**src/rtl/di_arb_pkg.sv**
```systemverilog
// -----------------------------------------------------------------------------
// di_arb_pkg
// Shared types and constants for the DI register bus arbiter.
//   arb_state_e : arbiter FSM states (IDLE, SETTLE, ACTIVE)
//   M0 / M1     : master index constants (m0 = host side, m1 = sequencer)
//   DEF_*       : default parameter values used by the top level
//   other_master: returns the index of the opposite master
// -----------------------------------------------------------------------------
package di_arb_pkg;

   typedef enum logic [1:0] {
      IDLE   = 2'd0,
      SETTLE = 2'd1,
      ACTIVE = 2'd2
   } arb_state_e;

   localparam logic M0 = 1'b0;
   localparam logic M1 = 1'b1;

   localparam int DEF_ADDR_W        = 16;
   localparam int DEF_DATA_W        = 16;
   localparam int DEF_SETTLE_CYCLES = 2;
   localparam int DEF_TIMEOUT       = 255;

   function automatic logic other_master(input logic idx);
      return ~idx;
   endfunction

endpackage

```
**src/rtl/di_arb_rr_pick.sv**
```systemverilog
// -----------------------------------------------------------------------------
// di_arb_rr_pick
// Two-way round-robin picker. A master is eligible when it requests and is
// not locked out. With a single eligible master it wins outright; with two,
// the one that did not own the bus last wins.
// Ports:
//   req[1:0]     in  : request per master
//   last_owner   in  : master that held the previous burst
//   lockout[1:0] in  : per-master grant inhibit
//   valid        out : at least one eligible master
//   winner       out : index of the selected master
// -----------------------------------------------------------------------------
module di_arb_rr_pick
   import di_arb_pkg::*;
(
   input  logic [1:0] req,
   input  logic       last_owner,
   input  logic [1:0] lockout,
   output logic       valid,
   output logic       winner
);

   logic [1:0] elig_s;

   // Eligibility mask and winner selection.
   always_comb begin
      elig_s = req & ~lockout;
      valid  = |elig_s;
      case (elig_s)
         2'b01:   winner = M0;
         2'b10:   winner = M1;
         2'b11:   winner = other_master(last_owner);
         default: winner = M0;
      endcase
   end

endmodule

```
**src/rtl/di_bus_arbiter.sv**
```systemverilog
// -----------------------------------------------------------------------------
// di_bus_arbiter
// Shares the DI register bus between m0 (HostInterface side) and m1 (on-chip
// sequencer). Whole bursts are granted round-robin. After every grant the new
// owner's address is driven for SETTLE_CYCLES cycles with strobes and ready
// suppressed, because the terminals register rdwr_ready from the address.
// Optional feature (macro DI_BUS_ARBITER_TIMEOUT_EN): a not-ready watchdog
// forces a release after TIMEOUT cycles, raises sticky timeout_err and locks
// the offending master out until it drops its request for a cycle.
// Ports:
//   clk, reset               : single clock, synchronous active-high reset
//   mN_req / mN_gnt          : burst request / registered grant (N = 0, 1)
//   mN_ep_addr, mN_reg_addr  : master addresses
//   mN_data_in, mN_write,
//   mN_read                  : master write data and strobes
//   mN_data_out,
//   mN_rdwr_ready            : read data / ready back to the master
//   di_*                     : bus to the endpoint terminals
//   timeout_err              : sticky watchdog flag (0 without the feature)
// -----------------------------------------------------------------------------
module di_bus_arbiter
   import di_arb_pkg::*;
#(
   parameter int ADDR_W        = DEF_ADDR_W,
   parameter int DATA_W        = DEF_DATA_W,
   parameter int SETTLE_CYCLES = DEF_SETTLE_CYCLES,
   parameter int TIMEOUT       = DEF_TIMEOUT
) (
   input  logic              clk,
   input  logic              reset,
   input  logic              m0_req,
   output logic              m0_gnt,
   input  logic [ADDR_W-1:0] m0_ep_addr,
   input  logic [ADDR_W-1:0] m0_reg_addr,
   input  logic [DATA_W-1:0] m0_data_in,
   input  logic              m0_write,
   input  logic              m0_read,
   output logic [DATA_W-1:0] m0_data_out,
   output logic              m0_rdwr_ready,
   input  logic              m1_req,
   output logic              m1_gnt,
   input  logic [ADDR_W-1:0] m1_ep_addr,
   input  logic [ADDR_W-1:0] m1_reg_addr,
   input  logic [DATA_W-1:0] m1_data_in,
   input  logic              m1_write,
   input  logic              m1_read,
   output logic [DATA_W-1:0] m1_data_out,
   output logic              m1_rdwr_ready,
   output logic [ADDR_W-1:0] di_ep_addr,
   output logic [ADDR_W-1:0] di_reg_addr,
   output logic [DATA_W-1:0] di_reg_data_in,
   output logic              di_write,
   output logic              di_read,
   input  logic [DATA_W-1:0] di_reg_data_out,
   input  logic              di_rdwr_ready,
   output logic              timeout_err
);

   localparam logic [2:0] SETTLE_LAST = 3'(SETTLE_CYCLES - 1);

   arb_state_e        state_q, state_d;
   logic              owner_q, owner_d;
   logic              last_owner_q, last_owner_d;
   logic [2:0]        settle_cnt_q, settle_cnt_d;
   logic [1:0]        gnt_q, gnt_d;
   logic [ADDR_W-1:0] hold_ep_q, hold_ep_d;
   logic [ADDR_W-1:0] hold_reg_q, hold_reg_d;
   logic [DATA_W-1:0] hold_data_q, hold_data_d;

   logic [1:0]        req_vec;
   logic [1:0]        lockout_s;
   logic              pick_valid;
   logic              pick_winner;

   logic              own_req;
   logic              own_read;
   logic              own_write;
   logic [ADDR_W-1:0] own_ep;
   logic [ADDR_W-1:0] own_reg;
   logic [DATA_W-1:0] own_data;
   logic              busy;
   logic              active;

`ifdef DI_BUS_ARBITER_TIMEOUT_EN
   localparam logic [15:0] TMO_LAST = 16'(TIMEOUT - 1);

   logic [15:0] tmo_cnt_q, tmo_cnt_d;
   logic [1:0]  lockout_q, lockout_d;
   logic        timeout_err_q, timeout_err_d;

   assign lockout_s = lockout_q;
`else
   assign lockout_s = 2'b00;
`endif

   assign req_vec = {m1_req, m0_req};

   di_arb_rr_pick u_pick (
      .req        (req_vec),
      .last_owner (last_owner_q),
      .lockout    (lockout_s),
      .valid      (pick_valid),
      .winner     (pick_winner)
   );

   // Select the current owner's request, strobes, addresses and write data.
   always_comb begin
      if (owner_q == M1) begin
         own_req   = m1_req;
         own_read  = m1_read;
         own_write = m1_write;
         own_ep    = m1_ep_addr;
         own_reg   = m1_reg_addr;
         own_data  = m1_data_in;
      end else begin
         own_req   = m0_req;
         own_read  = m0_read;
         own_write = m0_write;
         own_ep    = m0_ep_addr;
         own_reg   = m0_reg_addr;
         own_data  = m0_data_in;
      end
   end

   // Next-state logic for the arbiter FSM and its bookkeeping registers.
   always_comb begin
      state_d      = state_q;
      owner_d      = owner_q;
      last_owner_d = last_owner_q;
      settle_cnt_d = settle_cnt_q;
      gnt_d        = gnt_q;
      hold_ep_d    = hold_ep_q;
      hold_reg_d   = hold_reg_q;
      hold_data_d  = hold_data_q;
`ifdef DI_BUS_ARBITER_TIMEOUT_EN
      tmo_cnt_d     = tmo_cnt_q;
      // A lockout survives only while its master keeps requesting.
      lockout_d     = lockout_q & req_vec;
      timeout_err_d = timeout_err_q;
`endif
      case (state_q)
         IDLE: begin
            if (pick_valid) begin
               owner_d      = pick_winner;
               gnt_d        = (pick_winner == M1) ? 2'b10 : 2'b01;
               settle_cnt_d = 3'd0;
               state_d      = SETTLE;
            end else begin
               state_d = IDLE;
            end
         end
         SETTLE: begin
            // Track what is on the bus so IDLE can keep driving it.
            hold_ep_d   = own_ep;
            hold_reg_d  = own_reg;
            hold_data_d = own_data;
`ifdef DI_BUS_ARBITER_TIMEOUT_EN
            tmo_cnt_d = 16'd0;
`endif
            if (!own_req) begin
               state_d      = IDLE;
               gnt_d        = 2'b00;
               last_owner_d = owner_q;
            end else if (settle_cnt_q == SETTLE_LAST) begin
               state_d      = ACTIVE;
               settle_cnt_d = settle_cnt_q + 3'd1;
            end else begin
               settle_cnt_d = settle_cnt_q + 3'd1;
            end
         end
         ACTIVE: begin
            hold_ep_d   = own_ep;
            hold_reg_d  = own_reg;
            hold_data_d = own_data;
            if (!own_req) begin
               state_d      = IDLE;
               gnt_d        = 2'b00;
               last_owner_d = owner_q;
            end else begin
`ifdef DI_BUS_ARBITER_TIMEOUT_EN
               if (di_rdwr_ready) begin
                  tmo_cnt_d = 16'd0;
               end else if (tmo_cnt_q == TMO_LAST) begin
                  // Terminal never answered: force the bus free.
                  state_d            = IDLE;
                  gnt_d              = 2'b00;
                  last_owner_d       = owner_q;
                  timeout_err_d      = 1'b1;
                  lockout_d[owner_q] = 1'b1;
                  tmo_cnt_d          = 16'd0;
               end else begin
                  tmo_cnt_d = tmo_cnt_q + 16'd1;
               end
`else
               state_d = ACTIVE;
`endif
            end
         end
         default: begin
            state_d = IDLE;
            gnt_d   = 2'b00;
         end
      endcase
   end

   // State and bookkeeping flops with synchronous reset.
   always_ff @(posedge clk) begin
      if (reset) begin
         state_q      <= IDLE;
         owner_q      <= M0;
         last_owner_q <= M1;
         settle_cnt_q <= 3'd0;
         gnt_q        <= 2'b00;
         hold_ep_q    <= '0;
         hold_reg_q   <= '0;
         hold_data_q  <= '0;
`ifdef DI_BUS_ARBITER_TIMEOUT_EN
         tmo_cnt_q     <= 16'd0;
         lockout_q     <= 2'b00;
         timeout_err_q <= 1'b0;
`endif
      end else begin
         state_q      <= state_d;
         owner_q      <= owner_d;
         last_owner_q <= last_owner_d;
         settle_cnt_q <= settle_cnt_d;
         gnt_q        <= gnt_d;
         hold_ep_q    <= hold_ep_d;
         hold_reg_q   <= hold_reg_d;
         hold_data_q  <= hold_data_d;
`ifdef DI_BUS_ARBITER_TIMEOUT_EN
         tmo_cnt_q     <= tmo_cnt_d;
         lockout_q     <= lockout_d;
         timeout_err_q <= timeout_err_d;
`endif
      end
   end

   // Bus and master-side outputs; strobes and ready pass through only in ACTIVE.
   always_comb begin
      busy   = (state_q != IDLE);
      active = (state_q == ACTIVE);

      m0_gnt = gnt_q[0];
      m1_gnt = gnt_q[1];

      if (busy) begin
         di_ep_addr     = own_ep;
         di_reg_addr    = own_reg;
         di_reg_data_in = own_data;
      end else begin
         di_ep_addr     = hold_ep_q;
         di_reg_addr    = hold_reg_q;
         di_reg_data_in = hold_data_q;
      end

      di_read  = active & own_read;
      di_write = active & own_write;

      m0_rdwr_ready = 1'b0;
      m1_rdwr_ready = 1'b0;
      m0_data_out   = '0;
      m1_data_out   = '0;
      if (active && (owner_q == M1)) begin
         m1_rdwr_ready = di_rdwr_ready;
         m1_data_out   = di_reg_data_out;
      end else if (active) begin
         m0_rdwr_ready = di_rdwr_ready;
         m0_data_out   = di_reg_data_out;
      end else begin
         m0_rdwr_ready = 1'b0;
         m1_rdwr_ready = 1'b0;
      end

`ifdef DI_BUS_ARBITER_TIMEOUT_EN
      timeout_err = timeout_err_q;
`else
      timeout_err = 1'b0;
`endif
   end

endmodule

```
**config.mk**
```make
export PLATFORM = sky130hd
export DESIGN_NAME = di_bus_arbiter
export DESIGN_NICKNAME = d
export VERILOG_FILES = /design/src/rtl/di_arb_pkg.sv /design/src/rtl/di_arb_rr_pick.sv /design/src/rtl/di_bus_arbiter.sv
export SDC_FILE = /design/constraint.sdc
export NUM_CORES = 1
export LEC_CHECK = 0
export ABC_AREA = 0
export CORE_MARGIN = 3
export CORE_UTILIZATION = 43
export CTS_BUF_LIST = sky130_fd_sc_hd__clkbuf_4
export CTS_CLUSTER_SIZE = 10
export DETAILED_ROUTE_END_ITERATION = 7
export PLACE_DENSITY = 0.9
export SETUP_SLACK_MARGIN = 0.02
export SYNTH_ARGS = -nofsm -noshare
export SYNTH_HDL_FRONTEND = slang
export SYNTH_SLANG_ARGS = --single-unit
```
**constraint.sdc**
```tcl
create_clock -name clk -period 5.31 [get_ports clk]
set_input_delay 1.593 -clock clk [delete_from_list [all_inputs] [get_ports clk]]
set_output_delay 1.593 -clock clk [all_outputs]
set_load 0.005 [all_outputs]
```
==> results by group, run 1 <==
Pwr
  – Peak VDD IR: 173 µV
  – Leak: 2.29 nW
  – Sequential share of power: 32.7%
  – Clock power frac: 21.7%
  – Switching part of the total power: 30.2%
  – Internal power: 1.14 mW
  – Comb power frac: 45.6%
  – Switch Pwr: 496 µW
  – PwrDens: 281 nW/µm²

Layout
  – Final core utilization: 73.5%
  – Fillers: 566
  – Nets: 715
  – Post-route cell area: 5830 µm²
  – Share of cells above drive strength 1: 20.2%
  – Syn-to-layout area delta: 61.1%
  – Antenna diode count: 0

Global route
  – Largest net degree at the start of global routing: 62
  – Gr usage total: 23.0%
  – Antenna violations before repair: 0
  – First-pass GRT wire length: 18.0 mm
  – Vias in the first global route: 3695
  – Grt ovf: 0

Yosys
  – Net Count, Synth: 530
  – #FFs+latches synth: 57
  – Count of different cell masters after synthesis: 36
  – Post-synth top area share: 31.5%
  – Top post-synthesis cells by count: mux2_2, nor2_1, dfxtp_1
  – Number of flops mapped to enable cells by yosys: 0
  – Post-synthesis compound-gate area fraction: 3.84%
  – Cells after Synth: 403
  – Fraction of registers with async set/reset: 0%
  – Ys flop type: dfxtp_1
  – Most common cell in the synthesized netlist: mux2_2
  – Sequential share of the synthesized area: 31.5%
  – Synth top area cells: dfxtp_1, mux2_2, nor2_1
  – Leading area contributor after synthesis: dfxtp_1
  – Post-synthesis simple-gate area fraction: 20.7%
  – Adder-Cell Fraction of Synth Area: 2.08%
  – Post-synthesis xor/xnor area fraction: 0.242%
  – Synth warn: 0
  – Synthesized cell area: 3620 µm²
  – Multiplexer share of the synthesized area: 36.4%
  – Main combinational cell family by area after synthesis: multiplexers
  – Post-Syn Area per Cell: 8.98 µm²

Critical path
  – R2R Path Start: state_q[1]
  – CP max FO: 2
  – Reg2reg end: state_q[1]
  – Crit. End Element: primary output
  – Reg2reg path depth: 5
  – Worst EP arrival: 3020 ps
  – Worst setup SP type: input pin
  – Worst path required time: 3720 ps
  – Flop-to-flop setup slack: 2180 ps
  – Critical Setup Path Class: in -> out

Drt
  – Routed vias/inst: 5.14
  – Met2 wire length: 5.79 mm
  – Detail Route met3 WL: 704 µm
  – Mean routed wirelength per cell: 16.1 µm
  – M1 WL: 4.51 mm
  – Drt pass-1 iters: 4
  – Total Routed Length: 11.2 mm
  – Vias: 3572
  – Remaining DRCs: 0
  – Initial DRC Count: 81
  – Top sig layer: met4
  – Antenna violation net count after detailed routing: 0

STA
  – Worst-margin pin slew: 1210 ps
  – TNS Setup: 0 ps
  – Final Max Slew Viols: 0
  – Min Tclk post-route: 4620 ps
  – Hold Vio Cnt, Final: 0
  – Max Fclk: 217 MHz
  – RSZ-0062 raised after global routing: false
  – Relative slew slack: 19.7%
  – Tcrit/Tclk final: 87.0%
  – Setup Viol. Count Final: 0
  – Hold_ws: 483 ps
  – Final Skew: 14.4 ps
  – Post-layout worst setup margin: 693 ps

Placement
  – DP HPWL: 8.39 mm
  – Placed inst area: 5670 µm²
  – Port buffer count: 206
  – DP Worst Slack: 693 ps
  – Placer congestion estimate: 0.902

Clock tree
  – CTS tree: yes
  – Latest clock arrival within the worst-skew pair: 400 ps
  – Worst-path clk slew: 90 ps
  – CTS Sinks: 57
  – Post-CTS setup buffers: 0
  – Clk root buf: clkbuf_4
  – Post-CTS Resized: 0
  – CTS H-tree depth: 3
  – CTS Hold Buffers Added: 0
  – Num CTS Buffers: 9
  – CTS Buffer Depth: 2

Status
  – Outcome: finished clean

Die
  – Site Rows: 32
  – Die area: 9550 µm²
  – Die X: 97.7 µm
  – Core area: 7930 µm²
  – Chip height: 97.7 µm
  – Initial Utilization: 45.6%
  – Boundary Pins: 208

Min path
  – Cell depth of the worst hold path: 2
  – HP Start: hold_reg_q[5]
  – WHS Endpoint: hold_reg_q[5]
  – Hold/Removal Path Class: reg -> reg

Run
  – MaxCap Viol Count: 0
layer usage:
| layer | up-vias | global-route usage [%] |
|---|---|---|
| met1 | 1659 | 26.1 |
| met3 | 14 | 6.68 |
| met5 | - | 0 |
| met4 | 0 | 7.35 |
| li1 | 1759 | - |
| met2 | 140 | 41.2 |
kinds of logic (layout without fill, tap and decap cells):
kind of cell / after synthesis / after routing
AO/OA/AOI/OAI: 19 / 19
adder cells (fa/ha/maj): 6 / 6
AND/OR/NAND/NOR: 158 / 158
multiplexers: 119 / 119
XOR/XNOR: 1 / 1
flip-flops: 57 / 57
buffers and inverters: 42 / 232
other: 1 / 1
cell usage in the layout, fill, tap and decap left out, types with 2 or more instances in the layout:
master	synthesis	final
dfxtp_1	57	56
nor2_1	80	80
and2_1	17	17
clkinv_2	0	3
a21oi_1	6	6
nor2b_1	3	3
nand2b_1	5	5
mux2i_1	22	22
nor3_1	30	30
a22oi_1	2	2
nand4_1	2	2
and3_1	17	17
buf_4	1	3
clkdlybuf4s50_1	0	205
bufinv_16	0	2
ha_1	6	5
clkbuf_4	0	10
or3_1	2	2
inv_1	7	7
mux2_2	96	96
state kept, by name (all words and copies together), names as in the netlist:
name / cells
hold_data_q: 16
hold_ep_q: 16
hold_reg_q: 16
settle_cnt_q: 3
gnt_q: 2
state_q: 2
last_owner_q: 1
owner_q: 1
layout make-up:
cell class                 instances  area, µm²  share of cell area, %
inverter                           7       26.3                  0.451
timing repair buffer             209       2080                   35.7
clock buffer                      10       75.1                   1.29
multi-input combinational        304       2290                   39.4
sequential                        57       1140                   19.6
clock inverter                     6       82.6                   1.42
tap                              102        128                   2.19
worst max-delay path by stage:
stage	to	from	slack, ps	cells after the start
finish	di_reg_data_in[14]	m0_data_in[14]	690	4
global route	m0_data_out[3]	state_q[0]	560	5
CTS	di_reg_data_in[14]	m0_data_in[14]	680	4
detailed placement	di_reg_data_in[14]	m0_data_in[14]	690	4
global placement	di_reg_addr[13]	m1_reg_addr[13]	720	4
floorplan	di_ep_addr[0]	m1_ep_addr[0]	1610	2
power by group through the flow:
stage / combinational [mW] / clock (mW) / sequential, mW
6_report: 0.747 / 0.357 / 0.536
5_1_grt: 0.811 / 0.393 / 0.544
4_1_cts: 0.754 / 0.367 / 0.536
3_5_place_dp: 0.749 / 0 / 0.545
3_3_place_gp: 0.729 / 0 / 0.540
2_1_floorplan: 0.406 / 0 / 0.530
critical path, stage by stage:
cell and delay [ps]:
clkdlybuf4s50_1 430, mux2_2 290, mux2_2 270, clkdlybuf4s50_1 440
metrics by stage:
step	total power, mW	instances
floorplan	0.936	403
CTS	1.66	695
global placement	1.27	679
global route	1.75	695
detailed placement	1.29	679
finish	1.64	695
(Power assumes the default switching activity.)
==> run 2: changes to the inputs <==
--- a/config.mk
+++ b/config.mk
@@ -8,7 +8,7 @@
 export ABC_AREA = 0
 export CORE_MARGIN = 3
 export CORE_UTILIZATION = 43
-export CTS_BUF_LIST = sky130_fd_sc_hd__clkbuf_4
+export CTS_BUF_LIST = sky130_fd_sc_hd__clkbuf_4 sky130_fd_sc_hd__clkbuf_8
 export CTS_CLUSTER_SIZE = 10
 export DETAILED_ROUTE_END_ITERATION = 7
 export PLACE_DENSITY = 0.9
==> constraint.sdc (replaced) <==
create_clock -name clk -period 5.8 [get_ports clk]
set_input_delay 1.74 -clock clk [delete_from_list [all_inputs] [get_ports clk]]
set_output_delay 1.74 -clock clk [all_outputs]
set_load 0.005 [all_outputs]
==> run 2 against run 1 <==
  * Count of clock-buffer cells in the layout is 4 higher
  * Final area increased by 0.99%
  * Clock power up 11%
  * Power shrank 4.1%
  * Sequential power decreased by 7.5%
  * Final cell count unchanged
  * Critical path depth did not move
  * Die area did not move
  * Worst setup slack improved by 190 ps
  * Flip-flop and latch count stayed put
  * Critical endpoint is now di_reg_data_in[13]
  * Largest cell class unchanged
==> results by group, run 2 (same netlist as run 1, synthesis figures left out) <==
Status
  – Outcome: finished clean

Critical path
  – CP peak stage delay: 470 ps (+30 ps)
  – CP max FO: 2 (unchanged)
  – Worst EP arrival: 3180 ps (+160 ps)
  – Crit path max-delay cell type: clkdlybuf4s50_1
  – Worst-path cell chain: clkdlybuf4s50_1 -> mux2_2 -> mux2_2 -> clkdlybuf4s50_1
  – CP delay by family, top: buffers and inverters
  – Critical Setup Path Class: in -> out
  – Worst setup SP type: input pin
  – WP buf/inv: 2 (unchanged)
  – Crit. End Element: primary output
  – Worst path required time: 4060 ps (+340 ps)

Clock tree
  – Clk root buf: clkbuf_8
  – Latest clock arrival within the worst-skew pair: 320 ps (-80 ps)
  – CTS Buffer Depth: 2 (unchanged)
  – CTS tree: yes
  – CTS Sinks: 57 (unchanged)
  – Post-CTS Resized: 0 (unchanged)
  – Num CTS Buffers: 9 (unchanged)
  – CTS Hold Buffers Added: 0 (unchanged)
  – Worst-path clk slew: 60 ps (-30 ps)
  – Post-CTS setup buffers: 0 (unchanged)
  – CTS H-tree depth: 3 (unchanged)

Global route
  – First-pass GRT wire length: 18.3 mm (+1.5%)
  – Vias in the first global route: 3738 (+1.2%)
  – Largest net degree at the start of global routing: 62 (unchanged)
  – Grt ovf: 0 (unchanged)
  – Gr usage total: 23.0% (+0.039 points)
  – Antenna violations before repair: 0 (unchanged)

STA
  – Hold Vio Cnt, Final: 0 (unchanged)
  – Relative slew slack: 19.2% (-0.50 points)
  – Setup Viol. Count Final: 0 (unchanged)
  – Tcrit/Tclk final: 84.8%
  – Max Fclk: 203 MHz
  – Min Tclk post-route: 4920 ps
  – Final Max Slew Viols: 0 (unchanged)
  – TNS Setup: 0 ps (unchanged)
  – Post-layout worst setup margin: 881 ps (+188 ps)
  – Worst-margin pin slew: 1210 ps (+7.46 ps)
  – Final Skew: 5.20 ps (-9.19 ps)
  – RSZ-0062 raised after global routing: false

Layout
  – Regs by FF count: hold_data_q x16, hold_ep_q x16, hold_reg_q x16
  – Commonest non-fill, non-tap cell in the layout: clkdlybuf4s50_1
  – Antenna diode count: 0 (unchanged)
  – Commonest cells after routing, fill and taps aside: clkdlybuf4s50_1, mux2_2, nor2_1, dfxtp_1, nor3_1
  – Share of cells above drive strength 1: 20.2% (unchanged)
  – Nets: 715 (unchanged)
  – Syn-to-layout area delta: 62.7%

Placement
  – Placer congestion estimate: 0.880 (-2.4%)
  – Port buffer count: 206 (unchanged)
  – DP HPWL: 8.42 mm (+0.32%)
  – DP Worst Slack: 891 ps (+197 ps)

Drt
  – Detail Route met3 WL: 731 µm (+3.8%)
  – Top sig layer: met4
  – Initial DRC Count: 106 (+31%)
  – Antenna violation net count after detailed routing: 0 (unchanged)
  – Remaining DRCs: 0 (unchanged)
  – Total Routed Length: 11.3 mm (+1.1%)
  – Routed vias/inst: 5.22 (+1.5%)
  – Drt pass-1 iters: 4 (unchanged)
  – Vias: 3627 (+1.5%)
  – M1 WL: 4.55 mm (+1.0%)
  – Mean routed wirelength per cell: 16.3 µm (+1.1%)
  – Met2 wire length: 5.88 mm (+1.7%)

Die
  – Die area: 9550 µm² (unchanged)
  – Boundary Pins: 208 (unchanged)
  – Chip height: 97.7 µm (unchanged)
  – Die X: 97.7 µm (unchanged)
  – Site Rows: 32 (unchanged)
  – Core area: 7930 µm² (unchanged)
  – Initial Utilization: 45.6% (unchanged)

Pwr
  – Internal power: 1.11 mW (-2.6%)
  – PwrDens: 267 nW/µm² (-5.0%)
  – Peak VDD IR: 157 µV (-9.2%)
  – Sequential share of power: 31.5% (-1.2 points)
  – Switch Pwr: 459 µW (-7.4%)
  – Comb power frac: 43.3% (-2.3 points)
  – Clock power frac: 25.2% (+3.5 points)
  – Leak: 2.32 nW (+1.2%)
  – Switching part of the total power: 29.2% (-1.0 points)

Min path
  – Hold/Removal Path Class: reg -> reg

Run
  – MaxCap Viol Count: 0 (unchanged)
[run 2: cell count changes in the layout (fill, tap and decap cells not counted), sizes merged]
cell      delta
clkinv       -2
clkinvlp     -1
bufinv       -1
clkbuf       +4
[run 2: cell type report]
type                            instances  area (µm²)
Multi-Input combinational cell        304        2290
Timing Repair Buffer                  209        2080
Fill cell                             588        2040
Sequential cell                        57        1140
Clock buffer                           14         180
Tap cell                              102         128
Clock inverter                          2        35.0
Inverter                                7        26.3
[run 2: path summary, 6_finish.rpt]
path                   from                 end  slack (ps)  cells past startpoint
min          hold_reg_q[13]      hold_reg_q[13]         480                      2
min reg2reg  hold_reg_q[13]      hold_reg_q[13]         480                      2
max          m0_data_in[13]  di_reg_data_in[13]         880                      4
max reg2reg      state_q[0]          state_q[1]        2670                      5
[run 2: power by group through the flow]
stage,Sequential [mW],Combinational (mW),Clock (mW)
4_1_cts,0.495,0.688,0.404
2_1_floorplan,0.485,0.371,0
6_report,0.496,0.681,0.396
3_3_place_gp,0.497,0.664,0
5_1_grt,0.504,0.738,0.423
3_5_place_dp,0.503,0.683,0
[run 2: worst register-to-register path, cell delays in order, from the launching register on]
cell and delay [ps]:
dfxtp_1 380, inv_1 90, ha_2 1140, inv_1 850, a211o_1 460, a21oi_1 130
[run 2: per-stage QoR]
| step | hold slack, ps | util [%] | total power, mW | area [µm²] | instances |
|---|---|---|---|---|---|
| 2_1_floorplan | 454 | - | 0.857 | 3620 | 403 |
| 3_3_place_gp | 464 | 71.5 | 1.16 | 5670 | 679 |
| 3_5_place_dp | 471 | 71.5 | 1.19 | 5670 | 679 |
| 4_1_cts | 482 | 74.2 | 1.59 | 5890 | 695 |
| 5_1_grt | 498 | 74.2 | 1.66 | 5890 | 695 |
| 6_report | 479 | 74.2 | 1.57 | 5890 | 695 |
[run 2: layer usage]
metal | track usage, % | vias up
met2 | 42.3 | 143
met5 | 0 | -
li1 | - | 1757
met3 | 4.52 | 12
met4 | 6.82 | 0
met1 | 26.9 | 1715
==> run 3: changes to the inputs <==
--- a/config.mk
+++ b/config.mk
@@ -7,11 +7,11 @@
 export LEC_CHECK = 0
 export ABC_AREA = 0
 export CORE_MARGIN = 3
-export CORE_UTILIZATION = 43
+export CORE_UTILIZATION = 36
 export CTS_BUF_LIST = sky130_fd_sc_hd__clkbuf_4 sky130_fd_sc_hd__clkbuf_8
 export CTS_CLUSTER_SIZE = 10
 export DETAILED_ROUTE_END_ITERATION = 7
-export PLACE_DENSITY = 0.9
+export PLACE_DENSITY = 0.81
 export SETUP_SLACK_MARGIN = 0.02
 export SYNTH_ARGS = -nofsm -noshare
 export SYNTH_HDL_FRONTEND = slang
==> constraint.sdc (replaced) <==
create_clock -name clk -period 4.3 [get_ports clk]
set_input_delay 1.29 -clock clk [delete_from_list [all_inputs] [get_ports clk]]
set_output_delay 1.29 -clock clk [all_outputs]
set_load 0.005 [all_outputs]
==> run 3 against run 2 <==
  * Power rose by 33%
  * Register-to-register slack got worse by 330 ps
  * Combinational power rose by 36%
  * Highest routed layer unchanged
==> results by group, run 3 (same netlist as run 1, synthesis figures left out) <==
Status
  – Outcome: finished clean

Drt
  – Remaining DRCs: 0 (unchanged)
  – Drt pass-1 iters: 4 (unchanged)
  – Total Routed Length: 11.1 mm (-2.2%)
  – Initial DRC Count: 68 (-36%)
  – Mean routed wirelength per cell: 15.3 µm (-6.2%)
  – Vias: 3563 (-1.8%)
  – Routed vias/inst: 4.92 (-5.7%)
  – Antenna violation net count after detailed routing: 0 (unchanged)

Critical path
  – Worst path required time: 3010 ps (-1050 ps)
  – Worst setup SP type: input pin
  – Critical Setup Path Class: in -> out
  – Worst EP arrival: 2730 ps (-450 ps)
  – Crit. End Element: primary output
  – CP max FO: 2 (unchanged)

STA
  – Relative slew slack: 24.3% (+5.2 points)
  – Final Skew: 9.15 ps (+3.95 ps)
  – Tcrit/Tclk final: 93.4%
  – Max Fclk: 249 MHz
  – Setup Viol. Count Final: 0 (unchanged)
  – Hold Vio Cnt, Final: 0 (unchanged)
  – Worst-margin pin slew: 1140 ps (-77.3 ps)
  – Final Max Slew Viols: 0 (unchanged)
  – Min Tclk post-route: 4020 ps
  – TNS Setup: 0 ps (unchanged)
  – RSZ-0062 raised after global routing: false

Clock tree
  – Worst-path clk slew: 60 ps (about the same)
  – CTS Hold Buffers Added: 0 (unchanged)
  – Latest clock arrival within the worst-skew pair: 320 ps (about the same)
  – Post-CTS Resized: 0 (unchanged)
  – CTS tree: yes
  – Post-CTS setup buffers: 0 (unchanged)
  – CTS H-tree depth: 3 (unchanged)
  – Num CTS Buffers: 9 (unchanged)
  – CTS Sinks: 57 (unchanged)
  – Clk root buf: clkbuf_8
  – CTS Buffer Depth: 2 (unchanged)

Die
  – Die X: 106 µm (+8.7%)
  – Site Rows: 35 (+9.4%)
  – Die area: 11300 µm² (+18%)
  – Chip height: 106 µm (+8.7%)
  – Initial Utilization: 38.1% (-7.6 points)
  – Core area: 9500 µm² (+20%)
  – Boundary Pins: 208 (unchanged)

Placement
  – Placer congestion estimate: 0.728 (-17%)
  – DP HPWL: 8.31 mm (-1.3%)
  – Placed Cells: 709 (+4.4%)
  – Port buffer count: 206 (unchanged)

Layout
  – Syn-to-layout area delta: 64.2%
  – Commonest non-fill, non-tap cell in the layout: clkdlybuf4s50_1
  – Fillers: 808 (+37%)
  – Commonest cells after routing, fill and taps aside: clkdlybuf4s50_1, mux2_2, nor2_1, dfxtp_1, nor3_1
  – Antenna diode count: 0 (unchanged)
  – Regs by FF count: hold_data_q x16, hold_ep_q x16, hold_reg_q x16
  – Fin cells: 724 (+4.2%)
  – Nets: 718 (+0.42%)
  – Share of cells above drive strength 1: 20.5% (+0.27 points)

Pwr
  – PwrDens: 353 nW/µm² (+32%)
  – Total power: 2.09 mW (+33%)
  – Peak VDD IR: 174 µV (+11%)
  – Leak: 2.33 nW (+0.54%)

Min path
  – Hold/Removal Path Class: reg -> reg

Global route
  – Gr usage total: 18.8% (-4.2 points)
  – Vias in the first global route: 3544 (-5.2%)
  – First-pass GRT wire length: 17.4 mm (-5.2%)
  – Grt ovf: 0 (unchanged)
  – Antenna violations before repair: 0 (unchanged)
  – Largest net degree at the start of global routing: 62 (unchanged)

Run
  – MaxCap Viol Count: 0 (unchanged)
[run 3: changes by cell type in the layout (fill, tap and decap cells not counted), sizes merged]
cell / before / now
buf: 4 / 7
clkbuf: 14 / 12
clkinv: 1 / 2
[run 3: worst max-delay path: stages]
cell and delay (ps):
clkdlybuf4s50_1 420, mux2_2 290, mux2_2 260, clkdlybuf4s50_1 480
[run 3: area by class of cell]
cell class	count	area, µm²	share of cell area, %
inverters	7	26.3	0.442
multi-input cells	304	2290	38.6
clock inverters	3	40.0	0.674
clock buffers	12	159	2.68
flip-flops and latches	57	1140	19.2
well taps	129	161	2.72
repair buffers	212	2110	35.6
[run 3: where the power goes]
group / switching, mW / leakage (nW) / total, mW / internal [mW]
sequential: 0.0423 / 0.470 / 0.656 / 0.614
combinational: 0.364 / 1.75 / 0.929 / 0.565
clock: 0.207 / 0.106 / 0.508 / 0.301
[run 3: metal layers]
metal / vias up / track usage, % / wire length [µm]
met5: - / 0 / 0
met4: 0 / 6.01 / 155
met3: 15 / 4.19 / 796
met2: 149 / 33.8 / 5540
met1: 1632 / 22.0 / 4560
li1: 1767 / - / -
[run 3: stage by stage]
step | utilization [%] | hold WS (ps) | area (µm²) | setup WS (ps)
floorplan | - | 454 | 3620 | 1200
global placement | 60.4 | 465 | 5740 | 307
detailed placement | 60.4 | 471 | 5740 | 288
CTS | 62.5 | 481 | 5940 | 286
global route | 62.5 | 496 | 5940 | 250
finish | 62.5 | 477 | 5940 | 282
[run 3: final timing paths]
kind	start	end	slack, ps	cells past startpoint
setup / recovery	m0_data_in[8]	di_reg_data_in[8]	280	4
hold reg to reg	hold_ep_q[6]	hold_ep_q[6]	480	2
hold / removal	hold_ep_q[6]	hold_ep_q[6]	480	2
setup reg to reg	state_q[0]	gnt_q[1]	2340	5
